**src/rtl/sobel_pkg.sv**
```systemverilog
// Shared types and helpers for the streaming Sobel edge filter.
// Default frame geometry, FSM states and magnitude saturation.
package sobel_pkg;

    localparam int unsigned DEF_IMG_W = 8;
    localparam int unsigned DEF_IMG_H = 8;
    localparam int unsigned N         = DEF_IMG_W * DEF_IMG_H;

    typedef enum logic [1:0] {
        FILL,
        RUN,
        FLUSH
    } state_t;

    // |gx| + |gy| clipped to the largest pix_w-bit unsigned value.
    function automatic int sat_mag(input int gx, input int gy, input int pix_w);
        int ax;
        int ay;
        int sum;
        int lim;
        ax  = (gx < 0) ? -gx : gx;
        ay  = (gy < 0) ? -gy : gy;
        sum = ax + ay;
        lim = (1 << pix_w) - 1;
        return (sum > lim) ? lim : sum;
    endfunction

endpackage

```
**src/rtl/sobel_kernel.sv**
```systemverilog
// Combinational 3x3 Sobel kernel: nine pixels in, saturated edge magnitude out.
// i_win holds p0 in the low PIX_W bits up to p8 in the top PIX_W bits.
module sobel_kernel
    import sobel_pkg::*;
#(
    parameter int unsigned PIX_W = 8
) (
    input  logic [9*PIX_W-1:0] i_win,
    output logic [PIX_W-1:0]   o_mag
);

    localparam int unsigned AW = PIX_W + 4;

    logic signed [AW-1:0] w_p [9];
    logic signed [AW-1:0] w_gx;
    logic signed [AW-1:0] w_gy;

    always_comb begin
        for (int unsigned i = 0; i < 9; i++) begin
            w_p[i] = $signed({4'b0000, i_win[i*PIX_W +: PIX_W]});
        end
        w_gx  = (w_p[2] + (w_p[5] <<< 1) + w_p[8]) - (w_p[0] + (w_p[3] <<< 1) + w_p[6]);
        w_gy  = (w_p[6] + (w_p[7] <<< 1) + w_p[8]) - (w_p[0] + (w_p[1] <<< 1) + w_p[2]);
        o_mag = PIX_W'(sat_mag(int'(w_gx), int'(w_gy), int'(PIX_W)));
    end

endmodule

```
**src/rtl/sobel_stream.sv**
```systemverilog
// Streaming Sobel edge-magnitude filter with two-row line buffering
// and valid/ready handshakes on both sides.
module sobel_stream
    import sobel_pkg::*;
#(
    parameter int unsigned PIX_W = 8,
    parameter int unsigned IMG_W = 8,
    parameter int unsigned IMG_H = 8
) (
    input  logic             clk,
    input  logic             reset_n,
    input  logic             in_valid,
    output logic             in_ready,
    input  logic [PIX_W-1:0] in_data,
    output logic             out_valid,
    input  logic             out_ready,
    output logic [PIX_W-1:0] out_data,
    output logic             out_last
);

    // The incoming pixel is used directly as tap p8, so only 2*IMG_W+2 are stored.
    localparam int unsigned SR_LEN = 2 * IMG_W + 2;
    localparam int unsigned CW     = $clog2((IMG_W > IMG_H) ? IMG_W : IMG_H);

    state_t           r_state;
    state_t           w_state_nxt;
    logic [PIX_W-1:0] r_sr [SR_LEN];
    logic [CW-1:0]    r_irow;
    logic [CW-1:0]    r_icol;
    logic [CW-1:0]    r_orow;
    logic [CW-1:0]    r_ocol;
    logic             r_out_valid;
    logic [PIX_W-1:0] r_out_data;
    logic             r_out_last;

    logic             w_acc;
    logic             w_consume;
    logic             w_gen;
    logic             w_in_last;
    logic             w_border;
    logic             w_out_last;
    logic [PIX_W-1:0] w_mag;
    logic [9*PIX_W-1:0] w_win;

    assign in_ready  = (r_state == FILL) || ((r_state == RUN) && (!r_out_valid || out_ready));
    assign w_acc     = in_valid && in_ready;
    assign w_consume = r_out_valid && out_ready;
    assign w_in_last = (r_irow == CW'(IMG_H - 1)) && (r_icol == CW'(IMG_W - 1));

    assign w_border   = (r_orow == '0) || (r_orow == CW'(IMG_H - 1)) ||
                        (r_ocol == '0) || (r_ocol == CW'(IMG_W - 1));
    assign w_out_last = (r_orow == CW'(IMG_H - 1)) && (r_ocol == CW'(IMG_W - 1));

    assign w_win = {in_data, r_sr[0], r_sr[1],
                    r_sr[IMG_W-1], r_sr[IMG_W], r_sr[IMG_W+1],
                    r_sr[2*IMG_W-1], r_sr[2*IMG_W], r_sr[2*IMG_W+1]};

    sobel_kernel #(
        .PIX_W (PIX_W)
    ) u_kernel (
        .i_win (w_win),
        .o_mag (w_mag)
    );

    always_comb begin
        w_state_nxt = r_state;
        w_gen       = 1'b0;
        case (r_state)
            FILL: begin
                if (w_acc && (r_irow == CW'(1)) && (r_icol == '0)) begin
                    w_state_nxt = RUN;
                end
            end
            RUN: begin
                w_gen = w_acc;
                if (w_acc && w_in_last) begin
                    w_state_nxt = FLUSH;
                end
            end
            FLUSH: begin
                if (w_consume && r_out_last) begin
                    w_state_nxt = FILL;
                end else begin
                    w_gen = !r_out_valid || out_ready;
                end
            end
            default: w_state_nxt = FILL;
        endcase
    end

    always_ff @(posedge clk or negedge reset_n) begin
        if (!reset_n) begin
            r_state     <= FILL;
            r_irow      <= '0;
            r_icol      <= '0;
            r_orow      <= '0;
            r_ocol      <= '0;
            r_out_valid <= 1'b0;
            r_out_data  <= '0;
            r_out_last  <= 1'b0;
            for (int unsigned i = 0; i < SR_LEN; i++) begin
                r_sr[i] <= '0;
            end
        end else begin
            r_state <= w_state_nxt;

            if (w_acc) begin
                r_sr[0] <= in_data;
                for (int unsigned i = 1; i < SR_LEN; i++) begin
                    r_sr[i] <= r_sr[i-1];
                end
                if (r_icol == CW'(IMG_W - 1)) begin
                    r_icol <= '0;
                    r_irow <= (r_irow == CW'(IMG_H - 1)) ? '0 : r_irow + 1'b1;
                end else begin
                    r_icol <= r_icol + 1'b1;
                end
            end

            // Output counters track the centre pixel of the next result.
            if (w_gen) begin
                r_out_valid <= 1'b1;
                r_out_data  <= w_border ? '0 : w_mag;
                r_out_last  <= w_out_last;
                if (r_ocol == CW'(IMG_W - 1)) begin
                    r_ocol <= '0;
                    r_orow <= (r_orow == CW'(IMG_H - 1)) ? '0 : r_orow + 1'b1;
                end else begin
                    r_ocol <= r_ocol + 1'b1;
                end
            end else if (w_consume) begin
                r_out_valid <= 1'b0;
                r_out_last  <= 1'b0;
            end
        end
    end

    assign out_valid = r_out_valid;
    assign out_data  = r_out_data;
    assign out_last  = r_out_last;

endmodule

```
**config.mk**
```make
export PLATFORM = sky130hd
export DESIGN_NAME = sobel_stream
export DESIGN_NICKNAME = d
export VERILOG_FILES = /design/src/rtl/sobel_pkg.sv /design/src/rtl/sobel_kernel.sv /design/src/rtl/sobel_stream.sv
export SDC_FILE = /design/constraint.sdc
export NUM_CORES = 1
export LEC_CHECK = 0
export CORE_MARGIN = 3
export CORE_UTILIZATION = 65
export CTS_BUF_LIST = sky130_fd_sc_hd__clkbuf_16
export DETAILED_ROUTE_END_ITERATION = 10
export GPL_ROUTABILITY_DRIVEN = 0
export PLACE_DENSITY = 0.8
export SLEW_MARGIN = 25
export SYNTH_ARGS = -nofsm -noshare
export SYNTH_HDL_FRONTEND = slang
export SYNTH_SLANG_ARGS = --single-unit
```
**constraint.sdc**
```tcl
create_clock -name clk -period 16.61 [get_ports clk]
set_clock_uncertainty 0.1 [all_clocks]
set_input_delay 2.4915 -clock clk [delete_from_list [all_inputs] [get_ports clk]]
set_output_delay 2.4915 -clock clk [all_outputs]
set_load 0.05 [all_outputs]
```
==> reports/qor.yml, run 1 <==
syn-instance-count: 1344
avgRoutedWirePerCell_um: 14.7
netlist_area_um2: 11500
clkTransAtPathRegs_ns: 0.07
drt_drc_violations_left: 0
pin_count_of_the_biggest_net_entering_global_routing: 111
drt_wl_total_um: 23700
grt-ovfl-total: 0
nets: 1529
root_buffer: "clkbuf_16"
timing.critical_path.from_type: "primary input"
via_density: 5.63
max_capacitance_violation_count: 0
postSynth.asyncResetShare_pct: 100
synth_top_cell_area_share_pct: 36.6
final_cell_area_um2: 12600
worstSetupEndpointType: "flip-flop"
antennaDiodeCount: 0
yosysUniqueCellTypes: 62
design.core.area_um2: 16900
tritoncts_num_sinks: 168
drt_pre_antenna_iters: 5
run_status: "completed"
gr-usage-all-layers_pct: 25.1
num_rows: 47
synth.most_common_cell: "nand2_1"
hold_viol_final: 0
relSlewSlack_pct: 38.8
die-area_um2: 19300
synth_area_leaders: "dfrtp_1 (37%), nand2_1 (14%), ha_1 (11%)"
timing.final.max_slew_violations: 0
min_period_over_period_pct: 53.8
synth-edff-count: 0
ys_dominant_reg_cell: "dfrtp_1"
area_after_dpl_um2: 12000
yosysTopAreaCell: "dfrtp_1"
total_number_of_h_tree_levels: 4
boundaryPins: 23
worst-endpoint-arrival_ns: 9.15
post-cts-setup-buffers: 0
post-dp-hpwl_um: 17000
drtIter0Drc: 642
vias_in_the_first_global_route: 8846
clk-insertion-delay-late_ns: 0.43
grt_setup_unrepaired: "false"
fin_util_pct: 74.3
critical_path_class: "primary input to flip-flop"
cts_tree: "built"
die_boundary_height_um: 139
ys_seq_area_share_pct: 36.6
critical_path_peak_fanout: 11
yosysWarningCount: 0
first_pass_grt_wire_length_um: 40800
required_ns: 16.82
hold_class: "flip-flop to flip-flop"
number_of_inserted_filler_cells_in_the_final_layout: 1296
clock_buffer_depth: 2
transition_time_at_the_pin_with_the_least_slew_margin_ns: 0.918
post_route_cells_drive_above_1_share_pct: 3.46
cts_hold_buf: 0
totalNegativeSetupSlack_ns: 0
number_of_antenna_violations_at_the_first_check_in_global_routing: 0
floorplan.initialDensity_pct: 67.8
io_buffers: 22
total_number_of_vias: 9057
synth_commonest_cells: "nand2_1 (437), dfrtp_1 (168), ha_1 (105)"
mean_instance_size_in_the_synthesized_netlist_um2: 8.55
setup_viol: 0
synth_seq_cells: 168
layout_min_cycle_time_ns: 8.94
maxClockFrequency_ghz: 0.112
cts-buffers-inserted: 17
area.growth.synth_to_final_pct: 9.55
post_cts_resized: 0
die-width_um: 139
remaining_number_of_nets_flagged_by_the_antenna_check_after_routing: 0
-- cell usage in the layout, fill, tap and decap left out, types with 10 or more instances in the layout --
cell type          n
inv_1             81
o21ai_0           46
ha_1             105
xor2_1            30
a21o_1            21
o211ai_1          15
o21a_1            12
xnor2_1           47
a21oi_1           80
nand3_1           13
o21ai_1           13
nand2_1          436
conb_1            36
o21bai_1          17
nand4_1           10
clkbuf_16         17
dfrtp_1          168
nor3_1            13
fa_1              37
nor2b_1           11
clkdlybuf4s50_1   21
nor2_1            37
-- area by class of cell --
type                    count  area [um2]  area share [%]
inverters                  81         304            2.42
flip-flops and latches    168        4200            33.4
clock inverters            15         186            1.48
well taps                 220         275            2.19
repair buffers             26         255            2.03
clock buffers              17         425            3.38
multi-input cells        1081        6930            55.1
-- worst max-delay path, cell delays in order --
cell	delay [ns]
clkdlybuf4s50_1	0.52
fa_1	0.58
fa_1	0.47
ha_1	0.30
a31o_1	0.17
a21o_1	0.21
a211oi_1	0.43
o21ai_1	0.13
a21o_1	0.21
a21o_1	0.17
a21o_1	0.28
mux2_1	0.41
fa_1	0.50
a211oi_1	0.31
o21ai_1	0.16
a31oi_1	0.29
mux2i_1	0.11
a2111oi_0	0.41
o21ai_1	0.15
nor4_2	0.30
a31oi_2	0.21
a221o_1	0.31
-- sequential cells by signal, indices dropped and copies added, names as in the netlist --
signal     flops
r_sr         144
out_data       8
r_icol         3
r_irow         3
r_ocol         3
r_orow         3
r_state        2
out_last       1
out_valid      1
-- worst paths after layout --
check / to / start / cells past startpoint / slack (ns)
hold / removal: r_sr[87]$_DFFE_PN0P_ / r_sr[95]$_DFFE_PN0P_ / 2 / 0.36
hold reg to reg: r_sr[87]$_DFFE_PN0P_ / r_sr[95]$_DFFE_PN0P_ / 2 / 0.36
max in group asynchronous: r_sr[115]$_DFFE_PN0P_ / reset_n / 2 / 12.93
setup / recovery: out_data[0]$_DFFE_PN0P_ / in_data[0] / 22 / 7.67
min in group asynchronous: out_data[7]$_DFFE_PN0P_ / reset_n / 1 / 2.07
setup reg to reg: out_data[0]$_DFFE_PN0P_ / r_sr[17]$_DFFE_PN0P_ / 30 / 8.84
-- layer usage --
| layer | vias to the layer above | wire, um | GRT usage (%) |
|---|---|---|---|
| li1 | 4519 | - | - |
| met1 | 4350 | 11000 | 34.5 |
| met2 | 157 | 11700 | 42.3 |
| met3 | 31 | 657 | 3.79 |
| met4 | 0 | 334 | 6.69 |
| met5 | - | 0 | 0 |
-- kinds of logic (layout without fill, tap and decap cells) --
family / count (synthesis) / count (layout) / share of synthesized area (%)
AND/OR/NAND/NOR: 558 / 558 / 20.0
AO/OA/AOI/OAI: 257 / 257 / 14.2
flip-flops: 168 / 168 / 36.6
adder cells (fa/ha/maj): 142 / 142 / 17.9
buffers and inverters: 130 / 139 / 4.31
XOR/XNOR: 77 / 77 / 5.87
multiplexers: 11 / 11 / 1.02
other: 1 / 36 / 0.0326
-- metrics by stage --
step	std cells	hold WS [ns]	setup slack, ns
after global placement	1576	0.344	7.49
after global routing	1608	0.378	7.24
final	1608	0.361	7.67
after CTS	1608	0.364	7.69
after detailed placement	1576	0.346	7.24
after floorplan	1379	0.339	8.58
Power of run 1 is not shown: default switching activity piles up to over one toggle a cycle in this logic, so the estimate is an artifact.
==> inputs of run 2 (changes only) <==
--- a/config.mk
+++ b/config.mk
@@ -6,11 +6,11 @@
 export NUM_CORES = 1
 export LEC_CHECK = 0
 export CORE_MARGIN = 3
-export CORE_UTILIZATION = 65
+export CORE_UTILIZATION = 58
 export CTS_BUF_LIST = sky130_fd_sc_hd__clkbuf_16
 export DETAILED_ROUTE_END_ITERATION = 10
 export GPL_ROUTABILITY_DRIVEN = 0
-export PLACE_DENSITY = 0.8
+export PLACE_DENSITY = 0.75
 export SLEW_MARGIN = 25
 export SYNTH_ARGS = -nofsm -noshare
 export SYNTH_HDL_FRONTEND = slang
==> constraint.sdc (replaced) <==
create_clock -name clk -period 8 [get_ports clk]
set_clock_uncertainty 0.1 [all_clocks]
set_input_delay 1.2 -clock clk [delete_from_list [all_inputs] [get_ports clk]]
set_output_delay 1.2 -clock clk [all_outputs]
set_load 0.05 [all_outputs]
==> run 2 against run 1 <==
Compared with the run above: cell count grew 2.5%; worst hold slack lost 0.0029 ns; cell area grew 0.27%; global-route usage shrank 3.0 points; wire length shrank 1.9%; critical path type is now flip-flop to flip-flop; critical endpoint unchanged; count of clock-buffer cells in the layout is the same; utilization shrank 8.2 points.
==> reports/qor.yml, run 2 (synthesized netlist as in run 1, its figures left out) <==
run_status: "completed"
io_buffers: 22
transition_time_at_the_pin_with_the_least_slew_margin_ns: 0.968
nets: 1531
timing.critical_path.from_type: "flip-flop"
timing.final.max_slew_violations: 0
design.core.area_um2: 19100
registers.top_by_ff_count: "r_sr"
drt_wl_total_um: 23200
min_period_over_period_pct: 94.3
clkTransAtPathRegs_ns: 0.07
layout_min_cycle_time_ns: 7.55
largest_register_ffs: 144
num_rows: 50
remaining_number_of_nets_flagged_by_the_antenna_check_after_routing: 0
layout.cells.most_common: "nand2_1"
floorplan.initialDensity_pct: 60.2
clock_buffer_depth: 2
pin_count_of_the_biggest_net_entering_global_routing: 103
boundaryPins: 23
slowest_stage: "fa_1"
antennaDiodeCount: 0
drt_drc_violations_left: 0
first_pass_grt_wire_length_um: 40000
grt-ovfl-total: 0
required_ns: 8.20
post-cts-setup-buffers: 0
gr-usage-all-layers_pct: 22.2
tritoncts_num_sinks: 168
total_number_of_vias: 8971
final_cell_mix: "nand2_1 (436), dfrtp_1 (168), ha_1 (105)"
die-area_um2: 21500
hold_viol_final: 0
root_buffer: "clkbuf_16"
worst-endpoint-arrival_ns: 7.75
number_of_antenna_violations_at_the_first_check_in_global_routing: 0
worstSetupEndpointType: "flip-flop"
critical_path_peak_fanout: 8
cts-buffers-inserted: 17
avgRoutedWirePerCell_um: 14.1
maxClockFrequency_ghz: 0.132
die-width_um: 147
vias_in_the_first_global_route: 8557
drt_pre_antenna_iters: 4
post-dp-hpwl_um: 16500
die_boundary_height_um: 147
post_cts_resized: 0
critical_path_class: "flip-flop to flip-flop"
max_capacitance_violation_count: 0
post_route_cells_drive_above_1_share_pct: 3.75
drtIter0Drc: 497
slowest_delay_ns: 0.51
crit_family: "compound AO/OA/AOI/OAI gates"
cts_tree: "built"
critical_path_buf_inv_count: 2
relSlewSlack_pct: 35.5
via_density: 5.44
clk-insertion-delay-late_ns: 0.43
cts_hold_buf: 0
fin_util_pct: 66.1
setup_viol: 0
hold_class: "flip-flop to flip-flop"
total_number_of_h_tree_levels: 4
area.growth.synth_to_final_pct: 9.85
cell_mode_on_critical_path: "fa_1"
==> run 2: area by class of cell <==
type | count | area, um2
Clock buffer | 17 | 425
Clock inverter | 13 | 121
Fill cell | 1607 | 6460
Inverter | 81 | 304
Multi-Input combinational cell | 1081 | 6970
Sequential cell | 168 | 4200
Tap cell | 260 | 325
Timing Repair Buffer | 28 | 267
==> run 2: worst paths after layout <==
kind	from	endpoint	slack, ns	cells after the start
min	r_sr[74]$_DFFE_PN0P_	r_sr[66]$_DFFE_PN0P_	0.36	2
max reg2reg	r_sr[1]$_DFFE_PN0P_	out_data[0]$_DFFE_PN0P_	0.45	30
min reg2reg	r_sr[74]$_DFFE_PN0P_	r_sr[66]$_DFFE_PN0P_	0.36	2
max	r_sr[1]$_DFFE_PN0P_	out_data[0]$_DFFE_PN0P_	0.45	30
min in group asynchronous	reset_n	r_sr[103]$_DFFE_PN0P_	0.75	1
max in group asynchronous	reset_n	r_sr[27]$_DFFE_PN0P_	5.61	2
==> run 2: per-stage QoR <==
stage | hold WS (ns) | std cells | area [um2] | setup WS (ns) | TNS [ns]
2_1_floorplan | 0.339 | 1379 | 11600 | 1.23 | 0
3_3_place_gp | 0.346 | 1618 | 12000 | 0.343 | 0
3_5_place_dp | 0.346 | 1618 | 12000 | 0.173 | 0
4_1_cts | 0.364 | 1648 | 12600 | 0.297 | 0
5_1_grt | 0.380 | 1648 | 12600 | -0.0108 | -0.0393
6_report | 0.358 | 1648 | 12600 | 0.452 | 0
==> run 2: worst min-delay path, cell delays in order (launching register included) <==
cell and delay, ns:
dfrtp_1 0.34, nand2_1 0.05, nand2_1 0.05
==> run 2: routing by layer <==
metal	part of all wire [%]	up-vias	routed length (um)	global-route usage (%)
li1	-	4534	-	-
met1	48	4285	11200	30.9
met2	47	126	11000	36.8
met3	2.9	26	675	3.27
met4	1.3	0	311	5.50
met5	0	-	0	0
Power of run 2 is left out for the same reason.
==> inputs of run 3 (changes only) <==
--- a/config.mk
+++ b/config.mk
@@ -10,8 +10,9 @@
 export CTS_BUF_LIST = sky130_fd_sc_hd__clkbuf_16
 export DETAILED_ROUTE_END_ITERATION = 10
 export GPL_ROUTABILITY_DRIVEN = 0
-export PLACE_DENSITY = 0.75
+export PLACE_DENSITY_LB_ADDON = 0.05
 export SLEW_MARGIN = 25
 export SYNTH_ARGS = -nofsm -noshare
 export SYNTH_HDL_FRONTEND = slang
+export SYNTH_HIERARCHICAL = 1
 export SYNTH_SLANG_ARGS = --single-unit
==> run 3 against run 2 <==
Compared with the run above: worst hold slack improved by 0.0077 ns; synthesized area rose by 1.0%; register-to-register slack improved by 0.89 ns; wire length fell by 6.5%; count of clock-buffer cells in the layout did not move; sequential share of layout area fell by 0.34 points; cell area rose by 1.0%; die area rose by 1.0%; utilization fell by 1.1 points; synthesized cell count fell by 0.22%.
==> reports/qor.yml, run 3 <==
run_status: "completed"
clk-insertion-delay-late_ns: 0.44
worst_reg2reg_path_startpoint: "r_sr[18]$_DFFE_PN0P_"
layout_min_cycle_time_ns: 7.48
boundaryPins: 23
num_rows: 51
grt_setup_unrepaired: "false"
post-dp-hpwl_um: 15700
number_of_inserted_filler_cells_in_the_final_layout: 1730
critical_path_buf_inv_count: 5
pin_count_of_the_biggest_net_entering_global_routing: 90
drt_pre_antenna_iters: 4
crit_family: "adder cells"
synth_top_cell_area_share_pct: 36.2
reg2reg_slack_ns: 1.34
synth_commonest_cells: "nand2_1 (492), dfrtp_1 (168), inv_1 (121)"
nets: 1538
clkTransAtPathRegs_ns: 0.07
seqCellArea_um2: 4200
cell_mode_on_critical_path: "fa_1"
min_period_over_period_pct: 93.5
required_ns: 8.18
syn-instance-count: 1341
registers.top_by_ff_count: "r_sr"
slowest_stage: "clkdlybuf4s50_1"
final.hold.worst_slack_ns: 0.366
synth.most_common_cell: "nand2_1"
multi_input_area_um2: 6800
final_setup_slack_of_the_worst_path_ns: 0.521
yosysWarningCount: 6
worst_setup_path_endpoint: "out_data[4]$_DFFE_PN0P_"
grt-ovfl-total: 0
die-area_um2: 21700
vias_in_the_first_global_route: 8360
max_capacitance_violation_count: 0
setup_viol: 0
tritoncts_num_sinks: 168
drt_drc_violations_left: 0
final_cell_mix: "nand2_1 (492), dfrtp_1 (168), inv_1 (121)"
timing.critical_path.from_type: "primary input"
root_buffer: "clkbuf_16"
critical_path_class: "primary input to flip-flop"
hold_viol_final: 0
die_boundary_height_um: 147
total_number_of_h_tree_levels: 4
mean_instance_size_in_the_synthesized_netlist_um2: 8.65
area.growth.synth_to_final_pct: 9.82
worst-path-stages: 30
maxClockFrequency_ghz: 0.134
largest_register_ffs: 144
number_of_antenna_violations_at_the_first_check_in_global_routing: 0
ff2ff_path_depth: 25
cts-buffers-inserted: 17
clock_buffer_depth: 2
ys_seq_area_share_pct: 36.2
cts_hold_buf: 0
synth_seq_cells: 168
postSynth.asyncResetShare_pct: 100
synth-edff-count: 0
numPlacedInstances: 1637
timing.rr.end: "out_data[4]$_DFFE_PN0P_"
first_pass_grt_wire_length_um: 38800
io_buffers: 22
cts_tree: "built"
layout.cells.most_common: "nand2_1"
die-width_um: 147
fin_util_pct: 65.1
pre_cts_slack_ns: -0.110
yosysUniqueCellTypes: 78
antennaDiodeCount: 0
worst-endpoint-arrival_ns: 7.66
avgRoutedWirePerCell_um: 13.0
yosysTopAreaCell: "dfrtp_1"
remaining_number_of_nets_flagged_by_the_antenna_check_after_routing: 0
timing.final.max_slew_violations: 0
total_number_of_vias: 8655
critical_path_peak_fanout: 8
drtIter0Drc: 453
transition_time_at_the_pin_with_the_least_slew_margin_ns: 0.846
floorplan.initialDensity_pct: 59.2
gr-usage-all-layers_pct: 21.2
ys_dominant_reg_cell: "dfrtp_1"
relSlewSlack_pct: 43.6
final_cell_count_no_fill: 1670
synth_area_leaders: "dfrtp_1 (36%), nand2_1 (16%), fa_1 (11%)"
drt_wl_total_um: 21700
design.core.area_um2: 19600
post_route_cells_drive_above_1_share_pct: 5.98
netlist_area_um2: 11600
setup.worst_path.start: "in_data[0]"
slowest_delay_ns: 0.50
via_density: 5.18
hold_class: "flip-flop to flip-flop"
worstSetupEndpointType: "flip-flop"
run 3: changes by cell type after synthesis, sizes merged, moves of 9 or more:
cell / previous run / this run
clkbuf: 42 / 5
o21bai: 17 / 6
ha: 105 / 71
buf: 7 / 36
nand2: 438 / 492
fa: 37 / 63
nor3: 13 / 23
o211ai: 15 / 6
o21ai: 59 / 29
nor2: 37 / 50
a21oi: 80 / 60
inv: 81 / 121
xnor2: 47 / 23
run 3: cell families after synthesis:
family          after synthesis  share of synthesized area, %
buf+inv                     162                          6.46
mux                          22                          1.99
simple gates                633                          22.6
xor+xnor                     47                          3.55
flops                       168                          36.2
fa+ha+maj                   134                          18.5
compound gates              174                          10.6
other cells                   1                        0.0323
run 3: layer usage:
layer	GRT usage [%]	vias up	wire, um
li1	-	4411	-
met1	30.9	4095	10800
met2	33.3	130	10000
met3	3.80	19	676
met4	5.59	0	267
met5	0	-	0
run 3: metrics by stage:
stage               cell area, um2  setup TNS, ns
floorplan                    11700              0
global placement             12100              0
detailed placement           12100         -0.796
CTS                          12700              0
global route                 12700              0
finish                       12700              0
run 3: layout make-up:
type	instances	area share (%)
tap	265	2.60
inverter	121	3.56
clock inverter	15	1.54
sequential	168	33.0
multi-input combinational	1048	53.4
clock buffer	17	3.34
timing repair buffer	36	2.59
run 3: worst min path at each step:
stage / start / endpoint / slack (ns) / cells past startpoint
after CTS: r_sr[30]$_DFFE_PN0P_ / r_sr[22]$_DFFE_PN0P_ / 0.37 / 2
after global routing: r_sr[40]$_DFFE_PN0P_ / r_sr[32]$_DFFE_PN0P_ / 0.37 / 2
after detailed placement: r_sr[101]$_DFFE_PN0P_ / r_sr[93]$_DFFE_PN0P_ / 0.35 / 2
after global placement: r_sr[74]$_DFFE_PN0P_ / r_sr[66]$_DFFE_PN0P_ / 0.34 / 2
final: r_sr[111]$_DFFE_PN0P_ / r_sr[103]$_DFFE_PN0P_ / 0.37 / 2
after floorplan: r_sr[50]$_DFFE_PN0P_ / r_sr[42]$_DFFE_PN0P_ / 0.34 / 2
run 3: repair_timing:
action                     in CTS  in global routing
hold endpoints to repair        0                  0
resized for setup               0                  2
buffers inserted                0                  1
setup endpoints to repair       0                  8
run 3: tightest hold or removal path, stage by stage (launching register included):
cell     delay, ns
dfrtp_1       0.34
nand2_1       0.05
nand2_1       0.05
Power of run 3 is left out for the same reason.
